**src/rtl/lp805x_sfr_init.sv**
```systemverilog
// lp805x_sfr_init: queued SFR bus initiator acting as a second SFR master
module lp805x_sfr_init #(
    parameter int FIFO_DEPTH = 4
) (
    input  logic       i_clk,
    input  logic       i_rsti_n,
    input  logic       i_cmd_valid,
    output logic       o_cmd_ready,
    input  logic       i_cmd_rd,
    input  logic [7:0] i_cmd_addr,
    input  logic [7:0] i_cmd_data,
    output logic       o_bus_req,
    input  logic       i_bus_gnt,
    output logic [7:0] o_wr_addr,
    output logic [7:0] o_rd_addr,
    output logic [7:0] o_data_out,
    output logic       o_wr,
    output logic       o_rd,
    output logic       o_wr_bit,
    output logic       o_rd_bit,
    input  logic [7:0] i_data_in,
    output logic       o_rsp_valid,
    output logic [7:0] o_rsp_addr,
    output logic [7:0] o_rsp_data,
    output logic       o_busy
);
    localparam int AW = $clog2(FIFO_DEPTH);
    typedef enum logic [2:0] {S_IDLE, S_REQ, S_WRITE, S_READ, S_CAPTURE} state_t;
    state_t        r_state;
    logic [16:0]   r_mem [FIFO_DEPTH];
    logic [AW-1:0] r_wptr, r_rptr;
    logic [AW:0]   r_count;
    logic          r_bus_req, r_wr, r_rd, r_rsp_valid;
    logic [7:0]    r_wr_addr, r_rd_addr, r_data_out, r_rsp_addr, r_rsp_data;
    logic [16:0]   w_head;
    logic          w_full, w_push, w_pop;
    assign w_head      = r_mem[r_rptr];
    assign w_full      = r_count == (AW+1)'(FIFO_DEPTH);
    assign w_push      = i_cmd_valid & ~w_full & i_rsti_n;
    assign w_pop       = (r_state == S_WRITE) | (r_state == S_CAPTURE);
    assign o_cmd_ready = ~w_full;
    assign o_busy      = (r_count != '0) | (r_state != S_IDLE);
    assign o_wr_bit    = 1'b0;
    assign o_rd_bit    = 1'b0;
    assign o_bus_req   = r_bus_req;
    assign o_wr        = r_wr;
    assign o_rd        = r_rd;
    assign o_wr_addr   = r_wr_addr;
    assign o_rd_addr   = r_rd_addr;
    assign o_data_out  = r_data_out;
    assign o_rsp_valid = r_rsp_valid;
    assign o_rsp_addr  = r_rsp_addr;
    assign o_rsp_data  = r_rsp_data;
    // Command storage {rd, addr, data}; flushing is done by clearing the pointers
    always_ff @(posedge i_clk)
        if (w_push) r_mem[r_wptr] <= {i_cmd_rd, i_cmd_addr, i_cmd_data};
    // FIFO pointers and occupancy; simultaneous push and pop keep the count
    always_ff @(posedge i_clk) begin
        if (!i_rsti_n) begin
            r_wptr  <= '0;
            r_rptr  <= '0;
            r_count <= '0;
        end else begin
            if (w_push) r_wptr <= r_wptr + AW'(1);
            if (w_pop) r_rptr <= r_rptr + AW'(1);
            if (w_push != w_pop) r_count <= w_push ? r_count + (AW+1)'(1) : r_count - (AW+1)'(1);
        end
    end
    // Bus FSM; every bus output is registered and loaded on the transition into its state
    always_ff @(posedge i_clk) begin
        if (!i_rsti_n) begin
            r_state     <= S_IDLE;
            r_bus_req   <= 1'b0;
            r_wr        <= 1'b0;
            r_rd        <= 1'b0;
            r_rsp_valid <= 1'b0;
            r_wr_addr   <= 8'h00;
            r_rd_addr   <= 8'h00;
            r_data_out  <= 8'h00;
            r_rsp_addr  <= 8'h00;
            r_rsp_data  <= 8'h00;
        end else begin
            r_rsp_valid <= 1'b0;
            case (r_state)
                S_IDLE: if (r_count != '0) begin
                    r_state   <= S_REQ;
                    r_bus_req <= 1'b1;
                end
                S_REQ: if (i_bus_gnt) begin
                    r_state    <= w_head[16] ? S_READ : S_WRITE;
                    r_wr       <= ~w_head[16];
                    r_rd       <= w_head[16];
                    r_wr_addr  <= w_head[16] ? 8'h00 : w_head[15:8];
                    r_data_out <= w_head[16] ? 8'h00 : w_head[7:0];
                    r_rd_addr  <= w_head[16] ? w_head[15:8] : 8'h00;
                end
                S_WRITE: begin
                    r_state    <= S_IDLE;
                    r_bus_req  <= 1'b0;
                    r_wr       <= 1'b0;
                    r_wr_addr  <= 8'h00;
                    r_data_out <= 8'h00;
                end
                S_READ: begin
                    r_state   <= S_CAPTURE;
                    r_rd      <= 1'b0;
                    r_rd_addr <= 8'h00;
                end
                S_CAPTURE: begin
                    r_state     <= S_IDLE;
                    r_bus_req   <= 1'b0;
                    r_rsp_valid <= 1'b1;
                    r_rsp_addr  <= w_head[15:8];
                    r_rsp_data  <= i_data_in;
                end
                default: r_state <= S_IDLE;
            endcase
        end
    end
endmodule
```
**config.mk**
```make
export PLATFORM = sky130hd
export DESIGN_NAME = lp805x_sfr_init
export DESIGN_NICKNAME = d
export VERILOG_FILES = /design/src/rtl/lp805x_sfr_init.sv
export SDC_FILE = /design/constraint.sdc
export NUM_CORES = 1
export LEC_CHECK = 0
export BUFFER_PORTS_ARGS = -buffer_cell sky130_fd_sc_hd__buf_4
export CAP_MARGIN = 20
export CORE_ASPECT_RATIO = 1.5
export CORE_MARGIN = 10
export CORE_UTILIZATION = 55
export DETAILED_ROUTE_END_ITERATION = 8
export GPL_TIMING_DRIVEN = 1
export PLACE_DENSITY = 0.76
export SYNTH_ARGS = -nofsm -noshare
export SYNTH_HDL_FRONTEND = slang
export SYNTH_SLANG_ARGS = --single-unit
```
**constraint.sdc**
```tcl
create_clock -name i_clk -period 2.3 [get_ports i_clk]
set_input_delay 0.115 -clock i_clk [delete_from_list [all_inputs] [get_ports i_clk]]
set_output_delay 0.115 -clock i_clk [all_outputs]
set_load 0.005 [all_outputs]
```
# Word level (Yosys, flattened, before mapping)
# Memory sizes are Yosys's and may differ from the RTL's. A register that Yosys moved wholly into a read port is not among the register bits.
# Index checks and enable logic that the tools add are counted.
[totals]
regBits = 54
latchBits = 0
mem_bits_rw = 68
romBits = 0
output_inout_bits = 48
n_memories = 1
[classes]
addsub = 4
multipliers = 0
div = 0
order_cmp = 0
n_eq_ne = 8
shift = 0
n_mux = 25
bitwise_logic = 6
n_reduce_logical = 11
[mem_list]
columns = ["name", "depth", "word_bits", "read_ports", "rd_ports_with_merged_regs", "write_ports", "line_no", "text"]
rows = [
  ["r_mem", 4, 17, 1, 1, 1, "30", "logic [16:0] r_mem [FIFO_DEPTH];"],
]
[op_table]
columns = ["cell", "n"]
rows = [
  ["$mux 8", 6],
  ["$pmux 8 s2", 3],
  ["$mux 3", 3],
  ["$pmux 3 s3", 1],
  ["$reduce_and 2->1", 4],
  ["$mux 1", 7],
  ["$eq 3x2->1 const B", 2],
  ["$eq 3x3->1 const B", 2],
  ["$pmux 1 s2", 3],
  ["$reduce_bool 2->1", 3],
  ["$reduce_bool 3->1", 2],
  ["$add 2x1->2 const B", 2],
  ["$mux 2", 2],
  ["$ne 2x2->1 const B", 2],
  ["$add 3x1->3 const B", 1],
  ["$eq 3x1->1 const B", 1],
  ["$logic_not 3->1", 1],
  ["$sub 3x1->3 const B", 1],
  ["$and 1x1->1", 2],
  ["$not 1->1", 2],
  ["$or 1x1->1", 2],
  ["$reduce_or 2->1", 1],
  ["$ne 1x1->1", 1],
]

# Depth between registers and ports, before layout
[depth]
depth_word = 6
depth_mapped = 9

# Least setup slack after synthesis
# OpenSTA, ideal clock, no wires.
[synth_timing]
path_kind = "flip-flop to flip-flop"
start = "register r_count[0]"
end = "register r_count[2]"
setup_ns = 0.122
t_arrival_ns = 1.733
t_required_ns = 2.178
setup_slack_ns = 0.445
path_stages_with_launch = 10
path_buffers = 2
cell_sequence = "dfxtp_1 -> or3b_1 -> clkbuf_1 -> nor2b_1 -> buf_6 -> mux2i_1 -> ha_1 -> nand4_1 -> a2bb2oi_1 -> mux2i_1"
[synth_between]
elab_chain_len = 5
[synth_rtl]
columns = ["element", "line_no", "text"]
rows = [
  ["start, declared", "32", "logic [AW:0] r_count;"],
  ["start signal, assigned", "66", "if (w_push != w_pop) r_count <= w_push ? r_count + (AW+1)'(1) : r_count - (AW+1)'(1);"],
  ["$eq 3x3->1 *", "38", "assign w_full = r_count == (AW+1)'(FIFO_DEPTH);"],
  ["$not 1->1 *", "--", ""],
  ["net o_cmd_ready", "8", "output logic o_cmd_ready,"],
  ["$and 1x1->1 * (2 in a row)", "39", "assign w_push = i_cmd_valid & ~w_full & i_rsti_n;"],
  ["$mux 3 / $ne 1x1->1 (equally long branches)", "66", ""],
]
# The timed path passes the listed nets; every way through them passes the cells marked *.
# A chain may end at the register's enable or synchronous reset.

# Worst setup path after layout
[layout_timing]
start = "register r_count[1]"
end = "register r_count[2]"
[layout_between]
elab_chain_len = 5
[layout_rtl]
columns = ["element", "line_no"]
rows = [
  ["$eq 3x3->1", "38"],
  ["$not 1->1", "39"],
  ["$and 1x1->1 (2 in a row)", "39"],
  ["$mux 3 / $ne 1x1->1 (equally long branches)", "66"],
]
# Parallel ways exist; a longest one is shown, timed or not.

==> run summary <==
fin cells -> 537
clk_skew -> 0.006640 ns
routed vias -> 2893
cell count after synthesis -> 312
first-pass GRT wire length -> 15950 um
final setup TNS -> 0 ns
clock-pin slew on the worst setup and hold paths -> 0.05 ns
GRT Util Overall -> 16.44%
share of cells above drive strength 1 -> 29.53%
CP endpoint -> r_count[2]
initial core utilization -> 55.98%
max incr delay on CP -> 0.41 ns
Distinct cells, synth -> 39
cell family with most CP delay -> simple AND/OR/NAND/NOR gates
ys flop type -> edfxtp_1
Final WS setup -> 0.3773 ns
area grow syn2layout -> 31.93%
Die ar. -> 12610 um^2
outcome -> completed
Routed WL -> 9758 um
fin crit share -> 83.60%
clk root buf -> clkbuf_16
Residual DRC -> 0
peak fanout along the critical path -> 8
Nets -> 451
fillers -> 527
First-pass DRT Iterations -> 6
reg2reg end -> r_count[2]
crit-path cells -> or3b_1 -> nor2b_2 -> mux2i_1 -> ha_1 -> nor4_1 -> a2bb2oi_1 -> mux2i_1
die extent in y -> 132.6 um
Iter 0 DRT Violations -> 180
die width -> 95.09 um
CP startpoint kind -> flip-flop
setup-violating endpoint count in the final report -> 0
Synth Area per Inst -> 14.91 um^2
Via density -> 5.387
R2R depth -> 7
worst slew pin tran -> 0.6226 ns
final core utilization -> 73.85%
clock latency on the worst-skew pair -> 0.40 ns
fin crit period -> 1.923 ns
crit path max-delay cell type -> dfxtp_1
clock buffer count from CTS -> 17
worst slack at placement -> 0.2510 ns
IO Port Bufs -> 74
Max VDD drop -> 0.7818 mV
Seq cells post-synth -> 124
reg2reg setup slack -> 0.38 ns
Max Root-Sink Buffers -> 2
P per Cell Area -> 912.8 nW/um^2
Worst path depth -> 7
total gr overflow -> 0
Post-synth EDFFs -> 68
row count -> 41
Tot Pwr -> 0.005602 W
r2r startpoint -> r_count[1]
Crit. End Element -> flip-flop
CTS tree -> done
sequential area share after synthesis -> 67.99%
GPL Wtd Cong -> 0.7617
top achievable clock speed -> 520.1 MHz
worst hold path type -> input port to flip-flop
initial antenna violation count -> 0
RSZ-0062 raised after global routing -> no
Worst Path Required -> 2.59 ns
post-route ant nets -> 0
Ant. Diodes -> 0
Synth Warn # -> 0
Syn Std Cell Area -> 4652 um^2
DP Cell Count -> 480
CP most frequent cell -> mux2i_1
crit path DAT -> 2.21 ns
H-tree levels -> 4
WL/cell -> 18.17 um
critical path type -> flip-flop to flip-flop
Worst Setup SP -> r_count[1]
Final HPWL DP -> 6313 um
most frequent cells in the layout -> buf_4, edfxtp_1, dfxtp_1
setup bufs post-CTS -> 0
Worst Path Buf+Inv -> 0
final hold vios -> 0
# IOs -> 77
core area -> 8310 um^2
relative slew slack -> 58.50%
largest net degree at the start of global routing -> 40
commonest non-fill, non-tap cell in the layout -> buf_4
Hold Path Stages -> 4
Post-synth ARST share -> 0%
CTS Sinks -> 124
count of pins over their slew limit -> 0
MaxCap Viol Count -> 0
Leak -> 2.353 nW
vias in the first global route -> 3053
[registers in the layout, summed over array words and instances, names as in the netlist, 2 cells and up, named ones only]
name / cells
o_data_out: 8
r_state: 3
o_rd_addr: 8
r_count: 3
r_rptr: 2
o_rsp_addr: 8
o_rsp_data: 8
o_wr_addr: 8
r_wptr: 2
r_mem: 68
[metal layers]
metal | track usage (%) | vias up | share of wire (%)
met5 | 0 | - | 0
met4 | 6.260 | 0 | 0.99
met3 | 5.776 | 9 | 6.7
met2 | 27.68 | 97 | 52
met1 | 18.34 | 1426 | 40
li1 | - | 1361 | -
[synthesized netlist by cell type, drive strengths merged (4+ instances only)]
master / instances / area, um^2
dfxtp: 56 / 1121
edfxtp: 68 / 2042
nand2: 45 / 168.9
nand2b: 5 / 31.28
buf: 11 / 81.32
and2: 10 / 62.56
a21boi: 17 / 127.6
mux4: 17 / 401.6
ha: 5 / 62.56
clkbuf: 11 / 43.79
mux2i: 4 / 40.04
inv: 4 / 15.01
a22o: 24 / 210.2
nor2: 5 / 26.27
[cell families (layout without fill, tap and decap cells)]
family	count (synthesis)	count (layout)	share of synthesized area [%]
mux	21	21	9.494
other cells	1	2	0.08061
fa+ha+maj	5	5	1.345
flops	124	124	67.99
simple gates	81	81	8.526
buf+inv	26	143	3.012
compound gates	49	49	8.445
xor+xnor	5	5	1.103
[timing repair]
action                                  in CTS  in global routing
hold buffers                                25                  0
endpoints found under the setup margin       0                  1
gates resized for setup                      0                  1
endpoints found under the hold margin       76                  0
[worst min path at each step]
stage,from,to
3_5_place_dp,i_cmd_data[2],r_mem[2][2]
5_1_grt,i_cmd_valid,r_count[2]
4_1_cts,i_bus_gnt,o_rd
3_3_place_gp,i_cmd_data[1],r_mem[3][1]
2_1_floorplan,i_cmd_data[0],r_mem[0][0]
6_report,i_bus_gnt,o_rd
[power by group]
part	total, W	switching (W)	leakage (nW)	internal (W)
registers	0.00249	0.0000571	1.07	0.00243
clock network	0.00265	0.000899	0.288	0.00175
logic	0.000457	0.000217	0.994	0.000240
total	0.00560	0.00117	2.35	0.00443
[area by class of cell]
cell class	instances	area, um^2	share of cell area [%]
Inverter	4	15.01	0.2446
Sequential cell	124	3163	51.54
Timing Repair Buffer	107	865.8	14.11
Multi-Input combinational cell	163	1355	22.08
Clock inverter	11	143.9	2.345
Clock buffer	21	460.4	7.503
Tap cell	107	133.9	2.181
[worst reg2reg max path: cells and delay by family (launching register included)]
kind | cells | cell delay (ns)
multiplexers | 2 | 0.26
adder cells (fa/ha/maj) | 1 | 0.21
AO/OA/AOI/OAI | 1 | 0.12
AND/OR/NAND/NOR | 3 | 0.81
flip-flops | 1 | 0.41
[stage by stage]
step / cell area (um^2) / hold slack (ns)
after CTS: 6135 / 0.08674
after global placement: 5280 / 0.3139
after floorplan: 4656 / 0.2139
after detailed placement: 5280 / 0.3187
after global routing: 6137 / 0.1580
final: 6137 / 0.09478
(Power assumes the default switching activity.)
